<file path="src/rtl/rv32i_decode.sv">
// rv32i_decode: RV32I field extractor, immediate generator and illegal-encoding detector with a sticky flag
module rv32i_decode (
   input  logic        clk,
   input  logic        rst,
   input  logic [31:0] insn,
   input  logic        insn_valid,
   input  logic        clear_invalid,
   output logic [4:0]  opcode,
   output logic [6:0]  funct7,
   output logic [2:0]  funct3,
   output logic        invalid,
   output logic [4:0]  rd,
   output logic [4:0]  rs1,
   output logic [4:0]  rs2,
   output logic [31:0] imm,
   output logic        invalid_seen
);
   logic [31:0] imm_i, imm_s, imm_b, imm_u, imm_j;
   logic        f7_ok;
   assign opcode = insn[6:2];
   assign funct7 = insn[31:25];
   assign funct3 = insn[14:12];
   assign rd     = insn[11:7];
   assign rs1    = insn[19:15];
   assign rs2    = insn[24:20];
   assign imm_i  = {{20{insn[31]}}, insn[31:20]};
   assign imm_s  = {{20{insn[31]}}, insn[31:25], insn[11:7]};
   assign imm_b  = {{20{insn[31]}}, insn[7], insn[30:25], insn[11:8], 1'b0};
   assign imm_u  = {insn[31:12], 12'h000};
   assign imm_j  = {{12{insn[31]}}, insn[19:12], insn[20], insn[30:21], 1'b0};
   assign f7_ok  = funct7 == 7'b0000000 || funct7 == 7'b0100000;
   always_comb begin
      imm     = '0;
      invalid = 1'b0;
      case (opcode)
         5'b00000: begin imm = imm_i; invalid = funct3 == 3'b011 || funct3[2:1] == 2'b11; end
         5'b00011: imm = imm_i;
         5'b00100: begin
            imm     = imm_i;
            invalid = (funct3 == 3'b001 && funct7 != 7'b0) || (funct3 == 3'b101 && !f7_ok);
         end
         5'b00101: imm = imm_u;
         5'b01000: begin imm = imm_s; invalid = funct3 >= 3'b011; end
         5'b01100: invalid = !f7_ok || (funct7[5] && funct3 != 3'b000 && funct3 != 3'b101);
         5'b01101: imm = imm_u;
         5'b11000: begin imm = imm_b; invalid = funct3[2:1] == 2'b01; end
         5'b11001: begin imm = imm_i; invalid = funct3 != 3'b000; end
         5'b11011: imm = imm_j;
         5'b11100: begin imm = imm_i; invalid = funct3 == 3'b100; end
         default:  invalid = 1'b1;
      endcase
      if (insn[1:0] != 2'b11) invalid = 1'b1;
   end
   // clear beats a same-cycle illegal instruction
   always_ff @(posedge clk)
      invalid_seen <= !rst ? 1'b0 : clear_invalid ? 1'b0 : (insn_valid && invalid) ? 1'b1 : invalid_seen;
endmodule

</file>
<file path="config.mk">
export PLATFORM = sky130hd
export DESIGN_NAME = rv32i_decode
export DESIGN_NICKNAME = d
export VERILOG_FILES = /design/src/rtl/rv32i_decode.sv
export SDC_FILE = /design/constraint.sdc
export NUM_CORES = 1
export LEC_CHECK = 0
export ABC_AREA = 1
export BUFFER_PORTS_ARGS = -buffer_cell sky130_fd_sc_hd__buf_2
export CAP_MARGIN = 20
export CELL_PAD_IN_SITES_DETAIL_PLACEMENT = 1
export CELL_PAD_IN_SITES_GLOBAL_PLACEMENT = 2
export CORE_AREA = 2 2 83 85
export CTS_CLUSTER_DIAMETER = 120
export DETAILED_ROUTE_END_ITERATION = 10
export DIE_AREA = 0 0 85 87
export HOLD_SLACK_MARGIN = 0.12
export PLACE_DENSITY_LB_ADDON = 0.1
export SYNTH_ARGS = -nofsm -noshare
export SYNTH_HDL_FRONTEND = slang
export SYNTH_SLANG_ARGS = --single-unit
</file>
<file path="constraint.sdc">
create_clock -name clk -period 2.3 [get_ports clk]
set_clock_uncertainty 0.15 [all_clocks]
set_input_delay 0.23 -clock clk [delete_from_list [all_inputs] [get_ports clk]]
set_output_delay 0.23 -clock clk [all_outputs]
set_load 0.01 [all_outputs]
</file>
==> flow_summary_export.csv, run 1 <==
group,metric,value,unit
route,wl,3850,µm
clocking,postCtsSetupBuffers,0,
sta,setup_viol,0,
power,total_power,265,µW
synthesis,ys_seq_area_share,2.00,%
finish,final_nets,284,
clocking,cts-resized-gates,0,
sta,max-slew-margin-rel,66.2,%
sta,tightestPinTransition,0.507,ns
finish,final_cell_count_no_fill,326,
synthesis,synth_edf_count,0,
synthesis,syn_nets,216,
power,vdd_drop_max,0.0000415,V
global_route,grt_usage,9.65,%
sta,slew_violations,0,
clocking,clkTransAtPathRegs,0,ns
route,drt_iter0_drc,33,
sta,hold_violations,0,
synthesis,synthFlopType,"dfxtp_1",
clocking,clock_latency,0,ns
route,route.detailed.drc,0,
global_route,grt_pass1_vias,1213,
setup_path,crit_path_max_fanout,11,
global_route,grt_pass1_wl,5970,µm
sta,fin_setup_tns,0,ns
hold_path,min_path_type,"register to register",
route,viasPerCell,3.94,
route,wire_per_inst,11.8,µm
floorplan,initial_core_util,15.2,%
power,power.density,197,mW/mm²
global_route,antenna_found_initial,0,
synthesis,synth_area,1000,µm²
route,vias,1284,
setup_path,crit_arrival,1.68,ns
floorplan,dieHeight,87,µm
synthesis,netlist_instances,180,
synthesis,syn_avg_cell_area,5.55,µm²
finish,largestRegisters,"invalid_seen (1)",
global_route,overflow,0,
flow_run,cap_violations,0,
finish,top_register,"invalid_seen",
finish,areaGrowthSynthToFinish,34.5,%
synthesis,synth_warnings,0,
route,ant_nets,0,
setup_path,crit_path_start_kind,"primary input",
sta,finalCritPeriodShare,89.5,%
sta,fmax,486,MHz
floorplan,core_area,0.00657,mm²
finish,largest_reg_flops,1,
setup_path,cp-end-kind,"output port",
power,p_leak,0.000905,µW
sta,post-route-min-period,2.06,ns
placed_design,dpl.hpwl,3470,µm
finish,layout-drive-gt1-share,49.2,%
floorplan,rows,30,
floorplan,io_pins,100,
setup_path,required,1.92,ns
placed_design,post-place-cells,326,
setup_path,worstSetupPathType,"primary input to output port",
synthesis,synth_cell_type_count,21,
finish,final_util,20.5,%
sta,rsz0062_at_grt,"no",
floorplan,die_area,0.00740,mm²
finish,antenna_cells,0,
placed_design,post-place-ws,0.236,ns
placed_design,place.gp.congestion,0.701,
route,first_pass_iters,4,
clocking,hold_buffers,0,
finish,final_common_cell,"buf_2",
global_route,grt_max_degree,13,
placed_design,place.port_buffers,99,
finish,most-common-layout-cells,"buf_2, nand2_1, inv_1, o21ai_0, nand3_1",
synthesis,async_reset_ff_share,0,%
outcome,outcome,"finished, final reports clean",
synthesis,synth_seq_cells,1,
sta,timing.final.ws_setup,0.242,ns
floorplan,die_w,85,µm
## logic make-up (layout without fill, tap and decap cells)
family | Yosys count | after routing | share of synthesized area [%]
flops | 1 | 1 | 2.00
compound gates | 29 | 29 | 17.3
simple gates | 82 | 82 | 42.2
buf+inv | 68 | 134 | 38.5
## per-layer routing
metal | global-route usage [%] | up-vias | wire, µm
met3 | 0.664 | 4 | 277
met1 | 12.4 | 563 | 1720
li1 | - | 663 | -
met4 | 1.01 | 0 | 43
met5 | 0 | - | 0
met2 | 18.2 | 54 | 1810
## per-stage QoR
| stage | hold WS (ns) | instance area [µm²] |
|---|---|---|
| after floorplan | 0.216 | 1000 |
| after global placement | 0.298 | 1350 |
| after detailed placement | 0.300 | 1350 |
| after CTS | 0.302 | 1350 |
| after global routing | 0.328 | 1350 |
| final | 0.299 | 1350 |
## power breakdown
part	switching, µW	internal, µW	leakage [µW]
Sequential	0.360	18.6	0.00000823
Clock	0	0	0
Combinational	150	96.5	0.000897
## cell usage after synthesis (3+ instances only)
cell type / count / area, µm²
nand2_1: 42 / 158
inv_1: 32 / 120
buf_4: 30 / 225
o21ai_0: 14 / 70.1
nand3_1: 13 / 65.1
nor2_1: 9 / 33.8
o211ai_1: 8 / 60.1
nor2_2: 6 / 37.5
a21oi_1: 4 / 20.0
nor2_4: 4 / 45.0
nand3_2: 3 / 30.0
## final timing paths
check	endpoint	from	cells past startpoint	slack (ns)
worst max-delay path	imm[21]	insn[6]	9	0.24
worst min-delay path	invalid_seen$_SDFFE_PP0P_	invalid_seen$_SDFFE_PP0P_	2	0.30
worst max register to register	invalid_seen$_SDFFE_PP0P_	invalid_seen$_SDFFE_PP0P_	2	1.62
worst min register to register	invalid_seen$_SDFFE_PP0P_	invalid_seen$_SDFFE_PP0P_	2	0.30
## critical path: stages
cell and delay [ns]:
buf_2 0.19, inv_1 0.14, nand3_2 0.11, nand3_4 0.10
nor2_4 0.12, nor2_4 0.05, a21oi_2 0.39, o211ai_1 0.15
buf_2 0.18
## area by class of cell
cell class / count / area, µm²
Inverter: 34 / 128
Timing Repair Buffer: 100 / 503
Tap cell: 80 / 100
Fill cell: 886 / 5220
Multi-Input combinational cell: 111 / 594
Sequential cell: 1 / 20.0
Note: power is estimated with default switching activity, not from simulation.
==> run 2: changes to the inputs <==
- ABC_AREA: 1 -> default
- CAP_MARGIN: 20 -> 30
- CORE_AREA: 2 2 83 85 -> 2 2 79 81
- DIE_AREA: 0 0 85 87 -> 0 0 81 83
- clock period: 2.3 -> 2.4 ns (I/O delays scaled with it)
==> run 2 against run 1 <==
Cell count fell by 12%. Synthesized cell count is 17% lower. Hold slack improved by 0.025 ns. Sequential share of layout area grew 0.050 points. Setup slack improved by 0.056 ns. Wire length did not move. First-iteration DRC count fell by 18%. Combinational power barely moved. Utilization is 1.9 points higher. Sequential power down 3%. Via count fell by 3.6%. Critical path type unchanged. Critical endpoint unchanged. Largest cell class unchanged. Highest routed layer unchanged.
==> flow_summary_export.csv, run 2 <==
group,metric,value,unit
route,wl,3850,µm
setup_path,slowest_delay,0.28,ns
finish,most-common-layout-cells,"buf_2, nand2_1, o21ai_0, inv_1",
route,first_pass_iters,3,
sta,slew_violations,0,
finish,layout-drive-gt1-share,53.1,%
sta,hold_ws,0.324,ns
global_route,overflow,0,
setup_path,crit_path_start_kind,"primary input",
floorplan,die_w,81,µm
sta,setup_viol,0,
sta,tightestPinTransition,0.766,ns
placed_design,place.port_buffers,99,
global_route,grt_pass1_wl,6240,µm
hold_path,hp-start,"invalid_seen$_SDFFE_PP0P_",
setup_path,worstSetupPathType,"primary input to output port",
synthesis,yosys-top-cells-area,"buf_4, nand2_1, o21ai_0",
setup_path,cp_slowest_cell,"buf_2",
sta,hold_violations,0,
finish,final_nets,251,
synthesis,syn_avg_cell_area,6.51,µm²
sta,max-slew-margin-rel,48.4,%
finish,largest_reg_flops,1,
clocking,clkTransAtPathRegs,0,ns
finish,top_register,"invalid_seen",
outcome,outcome,"finished, final reports clean",
clocking,cts-resized-gates,0,
synthesis,yosysMostFrequentCell,"buf_4",
synthesis,synth_cell_type_count,45,
hold_path,holdPathEnd,"invalid_seen$_SDFFE_PP0P_",
route,route.detailed.drc,0,
route,viasPerCell,4.30,
sta,fmax,476,MHz
clocking,hold_buffers,0,
finish,fillCellCount,789,
global_route,antenna_found_initial,0,
clocking,clock_latency,0,ns
setup_path,crit_path_max_fanout,17,
setup_path,cp-end-kind,"output port",
placed_design,post-place-ws,0.259,ns
setup_path,ff2ff_path_depth,2,
finish,largestRegisters,"invalid_seen (1)",
placed_design,dpl_cell_area,0.00130,mm²
finish,final_common_cell,"buf_2",
finish,antenna_cells,0,
clocking,postCtsSetupBuffers,0,
setup_path,crit_chain,"buf_2, nand3b_1, a21o_1, a31oi_4, nand2_1, nand2_1, buf_2",
synthesis,synth_seq_cells,1,
floorplan,die_area,0.00672,mm²
synthesis,yosysTopAreaCell,"buf_4",
power,power.density,202,mW/mm²
placed_design,dpl.hpwl,3280,µm
route,wire_per_inst,13.4,µm
setup_path,r2r_slack,1.57,ns
global_route,grt_usage,11.0,%
finish,stdcell_area,0.00130,mm²
global_route,grt_pass1_vias,1211,
floorplan,io_pins,100,
finish,areaGrowthSynthToFinish,33.2,%
power,vdd_drop_max,0.0000740,V
floorplan,core_area,0.00582,mm²
power,p_leak,0.000745,µW
synthesis,synth_warnings,0,
sta,finalCritPeriodShare,87.6,%
setup_path,critPathLaunch,"insn[3]",
synthesis,syn_nets,186,
setup_path,regToRegEndpoint,"invalid_seen$_SDFFE_PP0P_",
setup_path,required,2.01,ns
placed_design,place.gp.congestion,0.785,
synthesis,synth_edf_count,0,
setup_path,r2r-start,"invalid_seen$_SDFFE_PP0P_",
synthesis,synth_top_area_share,25.4,%
setup_path,crit_arrival,1.71,ns
sta,timing.final.ws_setup,0.298,ns
power,total_power,263,µW
synthesis,synthFlopType,"dfxtp_1",
floorplan,dieHeight,83,µm
floorplan,rows,28,
sta,post-route-min-period,2.10,ns
flow_run,cap_violations,0,
synthesis,synth_commonest_cells,"buf_4, nand2_1, o21ai_0, inv_1",
route,ant_nets,0,
route,vias,1238,
global_route,grt_max_degree,18,
floorplan,initial_core_util,16.8,%
route,drt_iter0_drc,27,
hold_path,holdPathStages,2,
finish,regArea,20.0,µm²
synthesis,netlist_instances,150,
sta,rsz0062_at_grt,"no",
finish,multiInputGateArea,643,µm²
sta,fin_setup_tns,0,ns
synthesis,synth_area,977,µm²
hold_path,min_path_type,"register to register",
synthesis,ys_seq_area_share,2.05,%
synthesis,async_reset_ff_share,0,%
-- run 2: kinds of logic after synthesis --
kind of cell,Yosys count,synth area share [%]
AND/OR/NAND/NOR,58,33.4
buffers and inverters,48,32.1
AO/OA/AOI/OAI,40,29.6
XOR/XNOR,2,1.79
multiplexers,1,1.02
flip-flops,1,2.05
-- run 2: cell type report --
cell class / instances / area share [%]
tap: 75 / 7.21
timing repair buffer: 100 / 38.7
inverter: 11 / 3.17
sequential: 1 / 1.54
multi-input combinational: 101 / 49.4
-- run 2: how the worst max path moves through the flow --
stage | to | cells after the start | slack (ns)
final | imm[21] | 7 | 0.30
after global routing | imm[13] | 6 | 0.10
after detailed placement | imm[29] | 7 | 0.26
after CTS | imm[29] | 7 | 0.25
after floorplan | imm[12] | 6 | 0.71
after global placement | imm[29] | 7 | 0.36
-- run 2: worst max-delay path, delay by kind of cell --
kind	cells	cell delay, ns
buffers and inverters	2	0.41
AO/OA/AOI/OAI	2	0.51
AND/OR/NAND/NOR	3	0.55
-- run 2: power breakdown --
| group | switching, µW | internal (µW) | leakage [µW] |
|---|---|---|---|
| logic | 145 | 101 | 0.000737 |
| registers | 0.556 | 17.8 | 0.00000822 |
| clock network | 0 | 0 | 0 |
-- run 2: routing by layer --
metal,GRT usage (%),vias to the layer above,wire [µm]
li1,-,614,-
met1,14.5,587,1660
met2,20.5,35,1980
met3,0.217,2,183
met4,0.770,0,27
met5,0,-,0
-- run 2: per-stage QoR --
step / utilization [%] / instances
floorplan: - / 150
global placement: 22.4 / 288
detailed placement: 22.4 / 288
CTS: 22.4 / 288
global route: 22.4 / 288
finish: 22.4 / 288
